`src/rtl/regfile_wb_arbiter.sv`:
```
// Writeback arbiter and pending-destination scoreboard for the 32x32 register file.
// Three producers (ALU=0, LD=1, MD=2) share one registered write port under a
// round-robin grant. A scoreboard of reserved destinations drives the decode
// RAW hazard flags and the WAW issue stall.
module regfile_wb_arbiter #(
    parameter int unsigned DATA_W = 32,
    parameter int unsigned AW     = 5
) (
    input  logic              clk,
    input  logic              rst_n,

    input  logic              iss_valid_i,
    input  logic [AW-1:0]     iss_rd_i,
    output logic              iss_ready_o,

    input  logic              alu_valid_i,
    input  logic [AW-1:0]     alu_rd_i,
    input  logic [DATA_W-1:0] alu_data_i,
    output logic              alu_ready_o,

    input  logic              ld_valid_i,
    input  logic [AW-1:0]     ld_rd_i,
    input  logic [DATA_W-1:0] ld_data_i,
    output logic              ld_ready_o,

    input  logic              md_valid_i,
    input  logic [AW-1:0]     md_rd_i,
    input  logic [DATA_W-1:0] md_data_i,
    output logic              md_ready_o,

    input  logic [AW-1:0]     ra_i,
    input  logic [AW-1:0]     rb_i,
    output logic              hazard_a_o,
    output logic              hazard_b_o,

    output logic [AW-1:0]     rf_rw_o,
    output logic [DATA_W-1:0] rf_busw_o,
    output logic              rf_wren_o
);

    localparam int unsigned NReg = 2 ** AW;

    logic [2:0]        req;
    logic [1:0]        ptr_q;
    logic              gnt_any;
    logic [1:0]        gnt_idx;
    logic [2:0]        gnt;
    logic [AW-1:0]     gnt_rd;
    logic [DATA_W-1:0] gnt_data;

    logic [AW-1:0]     rf_rw_q;
    logic [DATA_W-1:0] rf_busw_q;
    logic              rf_wren_q;

    logic [NReg-1:0]   pend_q;
    logic [NReg-1:0]   pend_d;
    logic              iss_fire;

    assign req = {md_valid_i, ld_valid_i, alu_valid_i};

    // Round-robin search starting at ptr_q; the first valid requester wins.
    always_comb begin
        logic [1:0] idx;
        gnt_any = 1'b0;
        gnt_idx = 2'd0;
        idx     = ptr_q;
        for (int k = 0; k < 3; k++) begin
            if (!gnt_any && req[idx]) begin
                gnt_any = 1'b1;
                gnt_idx = idx;
            end
            idx = (idx == 2'd2) ? 2'd0 : idx + 2'd1;
        end
        gnt = 3'b000;
        if (gnt_any) begin
            gnt[gnt_idx] = 1'b1;
        end
    end

    assign alu_ready_o = gnt[0];
    assign ld_ready_o  = gnt[1];
    assign md_ready_o  = gnt[2];

    // Select the granted producer's destination and value.
    always_comb begin
        gnt_rd   = alu_rd_i;
        gnt_data = alu_data_i;
        case (gnt_idx)
            2'd1: begin
                gnt_rd   = ld_rd_i;
                gnt_data = ld_data_i;
            end
            2'd2: begin
                gnt_rd   = md_rd_i;
                gnt_data = md_data_i;
            end
            default: begin
                gnt_rd   = alu_rd_i;
                gnt_data = alu_data_i;
            end
        endcase
    end

    // Pointer advance past the winner and the registered regfile write stage.
    always_ff @(posedge clk or negedge rst_n) begin
        if (!rst_n) begin
            ptr_q     <= 2'd0;
            rf_rw_q   <= '0;
            rf_busw_q <= '0;
            rf_wren_q <= 1'b0;
        end else if (gnt_any) begin
            ptr_q     <= (gnt_idx == 2'd2) ? 2'd0 : gnt_idx + 2'd1;
            rf_rw_q   <= gnt_rd;
            rf_busw_q <= gnt_data;
            // x0 results still consume their slot but never write.
            rf_wren_q <= (gnt_rd != '0);
        end else begin
            rf_wren_q <= 1'b0;
        end
    end

    assign rf_rw_o   = rf_rw_q;
    assign rf_busw_o = rf_busw_q;
    assign rf_wren_o = rf_wren_q;

    assign iss_ready_o = ~pend_q[iss_rd_i];
    assign iss_fire    = iss_valid_i & iss_ready_o;

    // Scoreboard next state: clear on commit, then set, so a new reservation wins.
    always_comb begin
        pend_d = pend_q;
        if (rf_wren_q) begin
            pend_d[rf_rw_q] = 1'b0;
        end
        if (iss_fire && (iss_rd_i != '0)) begin
            pend_d[iss_rd_i] = 1'b1;
        end
        pend_d[0] = 1'b0;
    end

    // Scoreboard state.
    always_ff @(posedge clk or negedge rst_n) begin
        if (!rst_n) begin
            pend_q <= '0;
        end else begin
            pend_q <= pend_d;
        end
    end

    assign hazard_a_o = pend_q[ra_i];
    assign hazard_b_o = pend_q[rb_i];

endmodule

```
`config.mk`:
```
export PLATFORM = sky130hd
export DESIGN_NAME = regfile_wb_arbiter
export DESIGN_NICKNAME = d
export VERILOG_FILES = /design/src/rtl/regfile_wb_arbiter.sv
export SDC_FILE = /design/constraint.sdc
export NUM_CORES = 1
export LEC_CHECK = 0
export CORE_MARGIN = 3
export CORE_UTILIZATION = 48
export CTS_CLUSTER_SIZE = 24
export DETAILED_ROUTE_END_ITERATION = 10
export PLACE_DENSITY_LB_ADDON = 0.3
export SLEW_MARGIN = 30
export SYNTH_ARGS = -nofsm -noshare
export SYNTH_HDL_FRONTEND = slang
export SYNTH_SLANG_ARGS = --single-unit
```
`constraint.sdc`:
```
create_clock -name clk -period 3.45 [get_ports clk]
set_input_delay 0.345 -clock clk [delete_from_list [all_inputs] [get_ports clk]]
set_output_delay 0.345 -clock clk [all_outputs]
set_load 0.01 [all_outputs]
```
# Yosys cells after proc, flatten, opt, wreduce, memory -nomap -nowiden

Cells that the tools add are included.

Input bits: 132
Register bits: 71
Word-level logic and storage cells: 71

$lt $le $gt $ge: 11
Reductions and logical operators: 10
Equal/unequal tests: 4
Add/subtract/negate cells: 3
Multiplexer cells: 33
Bitwise operators: 5

Operator list:

| cell                                                              | count |
|---|---|
| 2-to-1 mux 32 bit                                                 | 2 |
| one-hot mux 32 bit (2 select lines)                               | 1 |
| bitwise AND 32 bit                                                | 1 |
| NOT 32 bit                                                        | 1 |
| OR 32 bit                                                         | 1 |
| < comparator 5 x 6 -> 1 bit, second input constant                | 4 |
| binary-select mux 1 bit (select 5 bit)                            | 3 |
| 2-to-1 mux 1 bit                                                  | 13 |
| < comparator 2 x 3 -> 1 bit, second input constant                | 4 |
| 2-to-1 mux 2 bit                                                  | 6 |
| demux 1 bit (select 5 bit)                                        | 2 |
| greater-or-equal comparator 5 x 1 -> 1 bit, second input constant | 2 |
| one-hot mux 5 bit (2 select lines)                                | 1 |
| nonzero test 5 bit                                                | 2 |
| adder 2 x 1 -> 2 bit, second input constant                       | 3 |
| binary-select mux 1 bit (select 2 bit)                            | 3 |
| equality test 2 bit, second input constant                        | 3 |
| logical AND 1 bit                                                 | 6 |
| 2-to-1 mux 3 bit                                                  | 1 |
| demux 1 bit (select 2 bit)                                        | 1 |
| equality test 2 x 1 -> 1 bit, second input constant               | 1 |
| greater-or-equal comparator 2 x 1 -> 1 bit, second input constant | 1 |
| zero test 1 bit                                                   | 2 |
| bitwise AND 1 bit                                                 | 1 |
| NOT 1 bit                                                         | 1 |

# Longest topological paths before layout

Gate-level depths: netlist (run 1).

Depth in word-level cells: 14
Gate-level depth with buffers: 11
Depth with buffers taken out: 9

# Least setup slack after synthesis (run 1)

No wires, ideal clock.

Path type: register to output
Start: register ptr_q[0]
End: output ld_ready_o
Arrival time: 2.039 ns
Stages on the path, launching flop included: 8
Slack: 1.066 ns
Cells stage by stage: dfrtp_1 > nand2b_1 > nor2b_1 > o21ai_0 > ha_1 > clkbuf_1 > clkbuf_1 > nor2b_1

Word-level cells in the longest chain between the ends: 14

Ends and longest elaborated chain:

| item                                                                                 | RTL line | text |
|---|---|---|
| start: declaration                                                                   | 44       | `logic [1:0] ptr_q;` |
| start signal: assignment                                                             | 112      | `ptr_q <= (gnt_idx == 2'd2) ? 2'd0 : gnt_idx + 2'd1;` |
| parallel branches: the longest is 13 deep, another holds < comparator 2 x 3 -> 1 bit | -        |  |
| 2-to-1 mux 3 bit *                                                                   | 75       | `if (gnt_any) begin` |
| end: declaration                                                                     | 24       | `output logic ld_ready_o,` |

Mark *: on every way between the ends. The select of a mux whose other input is x is not followed.

# Final worst setup path (run 1)

Start: input iss_rd_i[1]
End: output iss_ready_o

Word-level cells in the longest chain between the ends: 3

Ends and longest elaborated chain:

| item                                   | RTL line | text |
|---|---|---|
| start: declaration                     | 13       | `input logic [AW-1:0] iss_rd_i,` |
| binary-select mux 1 bit (select 5 bit) | 126      | `assign iss_ready_o = ~pend_q[iss_rd_i];` |
| 2-to-1 mux 1 bit (not written as such) | 126      |  |
| NOT 1 bit                              | 126      |  |
| end: declaration                       | 14       | `output logic iss_ready_o,` |

No other way between the ends. The select of a mux whose other input is x is not followed.

==> impl_metrics.csv, run 1 <==
group,metric,value,unit
run_status,outcome,"finished with violations",
run_status,violations,"negative hold slack",
critical_path,cp_data_arrival_time,2.79,ns
placed_design,place_hpwl,11.12,mm
yosys,synth_cell_type_count,46,
drt,num_vias,4572,
yosys,yosys_warnings,0,
clock_network,cts_buffer_depth,2,
yosys,synth_edf_count,0,
layout,area_delta_synth_final,44.80,%
clock_network,ctsHoldBuffers,0,
timing,fin_skew,0.01756,ns
global_route,antenna_found_initial,0,
layout,layout-drive-gt1-share,9.741,%
drt,drcViolationCount,0,
timing,worst_pin_slew,0.6448,ns
placed_design,pre_cts_ws,0.3354,ns
critical_path,reg2reg_slack,0.86,ns
yosys,syn_area,4477,µm²
clock_network,cts_sinks,71,
clock_network,clk_pin_slew,0.08,ns
timing,finalSetupViolCount,0,
layout,fin_nets,789,
layout,final_cell_count_no_fill,765,
placed_design,io_buffers,175,
global_route,grt_max_degree,72,
timing,holdWs,-0.03437,ns
floorplanning,core_area,8891,µm²
yosys,ys_seq_area_share,39.69,%
drt,ant_nets,0,
global_route,grt_pass1_vias,4501,
yosys,yosysTopAreaCellShare,39.69,%
timing,slew_viol_final,0,
clock_network,cts_tree,"built",
yosys,yosysTopAreaCell,"dfrtp_1",
global_route,grtUsageTotal,27.00,%
yosys,syn_inst,495,
yosys,ys_top_cells_by_area,"dfrtp_1 (40%), o21ai_0 (13%), mux4_2 (7.5%)",
yosys,yosys_most_used_dff,"dfrtp_1",
yosys,synth_top_family_by_area,"compound AO/OA/AOI/OAI gates",
floorplanning,num_rows,34,
yosys,synth-seq-cells,71,
critical_path,cp_common_cell,"clkdlybuf4s50_1",
critical_path,crit_path_cell_trace,"clkdlybuf4s50_1, buf_4, mux2_2, a32oi_2, inv_2, nor4_2, clkdlybuf4s50_1",
timing,rsz0062_at_grt,"no",
critical_path,crit_family,"buffers and inverters",
timing,min_period,3.134,ns
global_route,grt_pass1_wl,21.93,mm
critical_path,reg2reg_from,"ptr_q[0]$_DFFE_PN0P_",
timing,layout_setup_ws,0.3159,ns
floorplanning,die_y,102.6,µm
floorplanning,die_w,102.6,µm
clock_network,ctsResizeCount,0,
critical_path,required,3.11,ns
job,cap_violations,0,
yosys,synthesis.nets,632,
floorplanning,io_pins,176,
timing,fin_tns_setup,0,ns
worst_hold_path,hold_path.class,"input port to async pin",
global_route,overflow,0,
clock_network,root_buffer,"clkbuf_8",
clock_network,cts_htree_levels,3,
drt,drtIter0Drc,263,
floorplanning,start_util,50.35,%
drt,drt-total-wl,14.37,mm
timing,slew_headroom,57.01,%
power,combPwrFrac,44.1,%
layout,final_cell_area,6482,µm²
placed_design,globalplace.congestion,0.9471,
placed_design,dp.cells,749,
power,vdd_drop_max,288.4,µV
layout,final-seq-area,1777,µm²
layout,fill_cells,679,
yosys,synth-xor-area-share,0,%
layout,diodes,0,
timing,fmax,319.1,MHz
floorplanning,die-area,10520,µm²
critical_path,start_kind,"input port",
yosys,async_flop_share,100.0,%
power,seqPwrFrac,38.4,%
power,clockPowerShare,17.4,%
clock_network,numCtsBuffers,9,
critical_path,reg2regPathDepth,10,
clock_network,postCtsSetupBuffers,0,
critical_path,cp_slowest_cell,"clkdlybuf4s50_1",
yosys,yosysMostFrequentCell,"o21ai_0",
yosys,synth_compound_area_share,26.05,%
drt,viasPerCell,5.976,
critical_path,path_max_fanout,8,
critical_path,endpoint_kind,"output pin",
critical_path,path_buf_inv,4,
yosys,syn_area_per_cell,9.044,µm²
drt,wl_per_cell,18.78,µm
power,power_density,616.5,nW/µm²
yosys,yosys.area_share.adder,1.397,%
yosys,synthTopCellsByCount,"o21ai_0 (113), nand2_1 (79), dfrtp_1 (71), a22oi_1 (37), clkbuf_1 (21)",
timing,hold_viol,12,
critical_path,path_class,"input port to output pin",
yosys,yosys.area_share.simple,14.98,%
critical_path,reg2reg_to,"rf_wren_o$_DFF_PN0_",
placed_design,place_area,6270,µm²
layout,multi_input_area,2511,µm²
power,power_leakage,2.479,nW
power,p_int,2.491,mW
timing,fin_crit_sh,90.84,%
clock_network,worstSkewPairLatency,0.35,ns
power,switchingPower,1.505,mW
critical_path,worst_path_largest_cell_delay,0.61,ns
drt,dr.pass1.iters,5,
power,switching_share,37.67,%
yosys,synthMuxAreaShare,13.50,%
-- how the worst max path moves through the flow --
| stage | startpoint | endpoint | cells past startpoint |
|---|---|---|---|
| after floorplan | ptr_q[0]$_DFFE_PN0P_ | ld_ready_o | 7 |
| after global placement | iss_rd_i[1] | iss_ready_o | 7 |
| after detailed placement | iss_rd_i[1] | iss_ready_o | 7 |
| after CTS | iss_rd_i[1] | iss_ready_o | 7 |
| after global routing | iss_rd_i[1] | iss_ready_o | 7 |
| final | iss_rd_i[1] | iss_ready_o | 7 |
-- power by group through the flow --
stage,combinational (mW),sequential [mW],clock (mW)
after global placement,1.71,1.52,0
after CTS,1.77,1.52,0.704
after detailed placement,1.75,1.54,0
after global routing,1.92,1.57,0.744
after floorplan,0.944,1.46,0
final,1.76,1.54,0.697
-- sequential cells by signal, indices dropped and copies added (netlist names) --
signal / count
pend_q: 31
ptr_q: 2
rf_busw_o: 32
rf_rw_o: 5
rf_wren_o: 1
-- worst register-to-register path, cell delays in order (launching register included) --
cell and delay [ns]:
dfrtp_1 0.40, nand2b_1 0.17, nor2b_1 0.13, o21ai_0 0.45
inv_1 0.10, ha_1 0.26, buf_4 0.27, a22oi_1 0.22
a21oi_1 0.12, nor4_1 0.24, a21oi_1 0.11
-- kinds of logic (layout without fill, tap and decap cells) --
group	after synthesis	count (layout)
compound gates	194	194
simple gates	140	140
flops	71	71
buf+inv	45	207
mux	40	40
fa+ha+maj	5	5
-- cells in the final DEF, fill, tap and decap left out, types with 6 or more instances in the layout --
master           Yosys  layout
o31ai_1             15      15
nor2b_1              7       7
dfrtp_1             71      71
o21ai_0            113     113
nand3b_1             6       6
mux2i_1             12      12
buf_4                1      10
mux4_2              15      15
nand3_1             11      11
nor2_1              11      11
nand2_1             79      79
clkbuf_8             0      11
a22oi_1             37      37
clkdlybuf4s50_1      0     174
mux2_2              13      13
-- cell type report --
cell class              instances  share of cell area, %
clock inverters                 4                 0.8300
well taps                     108                  2.085
repair buffers                185                  28.20
multi-input cells             379                  38.74
flip-flops and latches         71                  27.41
inverters                       6                 0.3474
clock buffers                  12                  2.393
-- routing by layer --
layer | global-route usage [%] | routed length (µm)
met5 | 0 | 0
met2 | 44.29 | 7066
met1 | 33.00 | 5546
met4 | 11.10 | 392
met3 | 8.593 | 1364
-- stage by stage --
stage,util [%],power (mW)
floorplan,-,2.408
CTS,72.87,3.995
detailed placement,70.52,3.293
finish,72.91,3.997
global route,72.91,4.240
global placement,70.52,3.223
Power figures use the tool's default switching activity.
==> run 2: changes to the inputs <==
Settings changed: GPL_ROUTABILITY_DRIVEN set to 0.
==> run 2 against run 1 <==
The flow still finishes with violations (negative hold slack). Largest cell class unchanged. Worst setup slack got worse by 0.019 ns. Final area barely moved. Power rose by 1.1%. Non-clock buffer count did not move. Clock power rose by 4.3%. Clock skew fell by 0.0018 ns. Critical endpoint unchanged. Routed wire length rose by 2.1%. Cell count did not move. Utilization barely moved.
==> impl_metrics.csv, run 2 (synthesis gave the netlist of run 1 again) <==
group,metric,value,unit
timing,fmax,317.1,MHz
layout,final-seq-area,1777,µm²
global_route,grt_pass1_vias,4606,
run_status,outcome,"finished with violations",
layout,fin_nets,789,
clock_network,postCtsSetupBuffers,0,
clock_network,cts_htree_levels,3,
timing,layout_setup_ws,0.2969,ns
critical_path,crit_family,"buffers and inverters",
critical_path,required,3.11,ns
drt,num_vias,4604,
timing,rsz0062_at_grt,"no",
layout,fill_cells,655,
global_route,antenna_found_initial,0,
critical_path,path_max_fanout,6,
clock_network,numCtsBuffers,9,
timing,slew_headroom,57.98,%
global_route,grt_max_degree,72,
layout,final_cell_mix,"clkdlybuf4s50_1 (174), o21ai_0 (113), nand2_1 (79)",
clock_network,worstSkewPairLatency,0.35,ns
drt,drcViolationCount,0,
floorplanning,die-area,10520,µm²
layout,final_cell_count_no_fill,765,
critical_path,worst_path_largest_cell_delay,0.68,ns
clock_network,clk_pin_slew,0.09,ns
floorplanning,start_util,50.35,%
global_route,grtUsageTotal,27.70,%
clock_network,ctsResizeCount,0,
timing,hold_viol,17,
critical_path,cp_common_cell,"clkdlybuf4s50_1",
timing,finalSetupViolCount,0,
drt,drt-total-wl,14.67,mm
timing,fin_skew,0.01572,ns
run_status,violations,"negative hold slack",
drt,dr.pass1.iters,5,
timing,slew_viol_final,0,
timing,holdWs,-0.03028,ns
drt,drtIter0Drc,259,
floorplanning,num_rows,34,
layout,area_delta_synth_final,44.89,%
floorplanning,die_y,102.6,µm
timing,fin_tns_setup,0,ns
critical_path,crit_path_cell_trace,"clkdlybuf4s50_1, buf_4, mux2_2, a32oi_2, inv_2, nor4_2, clkdlybuf4s50_1",
worst_hold_path,hold_path.class,"input port to async pin",
critical_path,path_buf_inv,4,
clock_network,cts_sinks,71,
placed_design,pre_cts_ws,0.3232,ns
global_route,overflow,0,
critical_path,start_kind,"input port",
floorplanning,io_pins,176,
critical_path,cp_data_arrival_time,2.81,ns
global_route,grt_pass1_wl,22.54,mm
job,cap_violations,0,
critical_path,path_class,"input port to output pin",
floorplanning,die_w,102.6,µm
timing,fin_crit_sh,91.39,%
drt,wl_per_cell,19.18,µm
drt,viasPerCell,6.018,
placed_design,place_hpwl,11.45,mm
power,power_density,623.1,nW/µm²
clock_network,root_buffer,"clkbuf_8",
layout,layout_commonest_cell,"clkdlybuf4s50_1",
placed_design,io_buffers,175,
critical_path,endpoint_kind,"output pin",
power,power_leakage,2.482,nW
clock_network,ctsHoldBuffers,0,
layout,layout-drive-gt1-share,9.741,%
placed_design,dp.cells,749,
timing,worst_pin_slew,0.6302,ns
clock_network,cts_buffer_depth,2,
floorplanning,core_area,8891,µm²
drt,ant_nets,0,
power,power,4.041,mW
layout,multi_input_area,2511,µm²
clock_network,cts_tree,"built",
critical_path,cp_slowest_cell,"clkdlybuf4s50_1",
timing,min_period,3.153,ns
power,vdd_drop_max,303.2,µV
layout,largest_register_ffs,32,
layout,diodes,0,
-- run 2: cell count changes in the layout (fill, tap and decap cells not counted), sizes merged --
cell    before  now
clkbuf      12   10
clkinv       1    2
bufinv       1    2
-- run 2: stage by stage --
step	utilization, %	area (µm²)
floorplan	-	4477
global placement	70.52	6270
detailed placement	70.52	6270
CTS	72.91	6482
global route	72.95	6486
finish	72.95	6486
-- run 2: worst paths after layout --
check	from	cells after the start	to	slack, ns
setup / recovery	iss_rd_i[1]	7	iss_ready_o	0.30
hold / removal	rst_n	1	pend_q[31]$_DFF_PN0_	-0.03
setup reg to reg	ptr_q[0]$_DFFE_PN0P_	8	rf_busw_o[11]$_DFFE_PN0P_	0.84
hold reg to reg	rf_busw_o[28]$_DFFE_PN0P_	2	rf_busw_o[28]$_DFFE_PN0P_	0.48
max in group asynchronous	rst_n	1	rf_busw_o[8]$_DFFE_PN0P_	3.01
min in group clk	rf_busw_o[28]$_DFFE_PN0P_	2	rf_busw_o[28]$_DFFE_PN0P_	0.48
-- run 2: worst register-to-register path, stage by stage, from the launching register on --
cell and delay (ns):
dfrtp_1 0.41, nand2b_1 0.17, nor2b_1 0.13, o21ai_0 0.48, ha_2 0.57, buf_4 0.42, nand2_1 0.12, o21ai_0 0.10
o21ai_0 0.10
-- run 2: report_power, final --
part           internal [mW]  leakage, nW  total (mW)  switching, mW
registers               1.18        0.840        1.54          0.361
logic                  0.940         1.54        1.78          0.837
clock network          0.405        0.102       0.727          0.322
total                   2.52         2.48        4.04           1.52
-- run 2: layer usage --
layer | track usage [%] | wire (µm) | vias to the layer above
li1 | - | - | 2167
met1 | 32.52 | 5501 | 2148
met2 | 47.12 | 7326 | 253
met3 | 8.322 | 1371 | 36
met4 | 11.81 | 471 | 0
met5 | 0 | 0 | -
-- run 2: cell type report --
class	count	share of cell area, %
clock buffer	10	1.968
clock inverter	6	1.312
timing repair buffer	185	28.18
tap	108	2.083
multi-input combinational	379	38.72
sequential	71	27.39
inverter	6	0.3472
==> run 3: changes to the inputs <==
Settings changed: RECOVER_POWER set to 100.
==> run 3 against run 2 <==
The flow finishes with violations (max-capacitance violations, max-slew violations). Die area did not move. Routed wire length fell by 0.28%. Non-clock buffer count did not move. Worst setup slack got worse by 0.086 ns. Final area fell by 0.27%. Sequential share of layout area rose by 0.074 points. Power fell by 2.0%. Largest power group unchanged.
==> impl_metrics.csv, run 3 (synthesis gave the netlist of run 1 again) <==
group,metric,value,unit
drt,drt-total-wl,14.63,mm
critical_path,start_kind,"input port",
clock_network,root_buffer,"clkbuf_8",
layout,fill_cells,660,
drt,ant_nets,0,
floorplanning,die_y,102.6,µm
clock_network,cts_htree_levels,3,
timing,layout_setup_ws,0.2110,ns
timing,slew_headroom,-12.93,%
timing,fmax,308.7,MHz
layout,layout_commonest_cell,"clkdlybuf4s50_1",
timing,slew_viol_final,72,
floorplanning,io_pins,176,
clock_network,postCtsSetupBuffers,0,
timing,fin_tns_setup,0,ns
job,cap_violations,1,
clock_network,ctsResizeCount,0,
placed_design,place_hpwl,11.45,mm
worst_hold_path,hold_path.class,"input port to async pin",
global_route,grt_pass1_wl,22.54,mm
floorplanning,core_area,8891,µm²
clock_network,cts_buffer_depth,2,
floorplanning,num_rows,34,
drt,drcViolationCount,0,
critical_path,required,3.11,ns
clock_network,cts_sinks,71,
placed_design,dp.cells,749,
run_status,outcome,"finished with violations",
timing,worst_pin_slew,1.694,ns
floorplanning,die-area,10520,µm²
layout,largest_register_ffs,32,
global_route,grt_pass1_vias,4606,
timing,rsz0062_at_grt,"no",
drt,wl_per_cell,19.12,µm
critical_path,path_max_fanout,6,
drt,drtIter0Drc,256,
clock_network,worstSkewPairLatency,0.35,ns
layout,diodes,0,
floorplanning,start_util,50.35,%
timing,min_period,3.239,ns
timing,fin_crit_sh,93.88,%
clock_network,cts_tree,"built",
layout,final_cell_count_no_fill,765,
clock_network,numCtsBuffers,9,
global_route,overflow,0,
power,power_density,612.4,nW/µm²
layout,final_core_util,72.76,%
layout,fin_nets,789,
critical_path,cp_data_arrival_time,2.89,ns
run_status,violations,"max-capacitance violations, max-slew violations",
placed_design,io_buffers,175,
placed_design,pre_cts_ws,0.3232,ns
global_route,grtUsageTotal,27.70,%
critical_path,path_class,"input port to output pin",
critical_path,endpoint_kind,"output pin",
drt,num_vias,4633,
drt,viasPerCell,6.056,
global_route,grt_max_degree,72,
timing,fin_skew,0.01441,ns
power,vdd_drop_max,296.5,µV
drt,dr.pass1.iters,5,
layout,final_cell_mix,"clkdlybuf4s50_1 (128), o21ai_0 (116), nand2_1 (79)",
layout,layout-drive-gt1-share,9.132,%
clock_network,ctsHoldBuffers,0,
floorplanning,die_w,102.6,µm
timing,hold_viol,0,
timing,finalSetupViolCount,0,
global_route,antenna_found_initial,0,
power,power_leakage,2.505,nW
layout,area_delta_synth_final,44.49,%
clock_network,clk_pin_slew,0.09,ns
==> run 3: changes by cell type in the layout (fill, tap and decap cells not counted), sizes merged <==
cell,delta
clkdlybuf4s50,-46
dlygate4sd3,+46
buf,-4
clkbuf,+4
==> run 3: routing by layer <==
metal  track usage (%)  routed length [µm]
met5                 0                   0
met4             11.81                 502
met3             8.322                1287
met2             47.12                7303
met1             32.52                5536
==> run 3: through the flow <==
step,instance area (µm²),power [mW],hold WS [ns]
2_1_floorplan,4477,2.408,0.04941
3_3_place_gp,6270,3.216,0.4621
3_5_place_dp,6270,3.303,0.4691
4_1_cts,6482,4.032,0.1272
5_1_grt,6469,4.212,0.5036
6_report,6469,3.962,0.4199
==> run 3: critical path, cell delays in order <==
cell             delay, ns
dlygate4sd3_1         0.75
buf_4                 0.22
mux2_1                0.36
a32oi_2               0.29
inv_2                 0.05
nor4_2                0.28
clkdlybuf4s50_1       0.59
==> run 3: power breakdown <==
part           total [mW]  internal, mW  switching, mW
combinational        1.71         0.870          0.838
clock               0.726         0.405          0.321
sequential           1.53          1.18          0.351
total                3.96          2.45           1.51
==> run 3: path summary, 6_finish.rpt <==
check,depth (start not counted),slack (ns),from,end
max in group asynchronous,1,2.00,rst_n,rf_busw_o[20]$_DFFE_PN0P_
max,7,0.21,iss_rd_i[1],iss_ready_o
min reg2reg,2,0.47,rf_busw_o[28]$_DFFE_PN0P_,rf_busw_o[28]$_DFFE_PN0P_
min,1,0.42,rst_n,pend_q[31]$_DFF_PN0_
max reg2reg,10,0.57,ptr_q[0]$_DFFE_PN0P_,rf_wren_o$_DFF_PN0_
min in group clk,2,0.47,rf_busw_o[28]$_DFFE_PN0P_,rf_busw_o[28]$_DFFE_PN0P_
==> run 3: final cells by class <==
cell class              instances  area [µm²]  share of cell area, %
repair buffers                185        1813                  28.03
inverters                       6       22.52                 0.3482
clock inverters                 6       85.08                  1.315
multi-input cells             379        2509                  38.78
clock buffers                  10       127.6                  1.973
flip-flops and latches         71        1777                  27.47
well taps                     108       135.1                  2.089
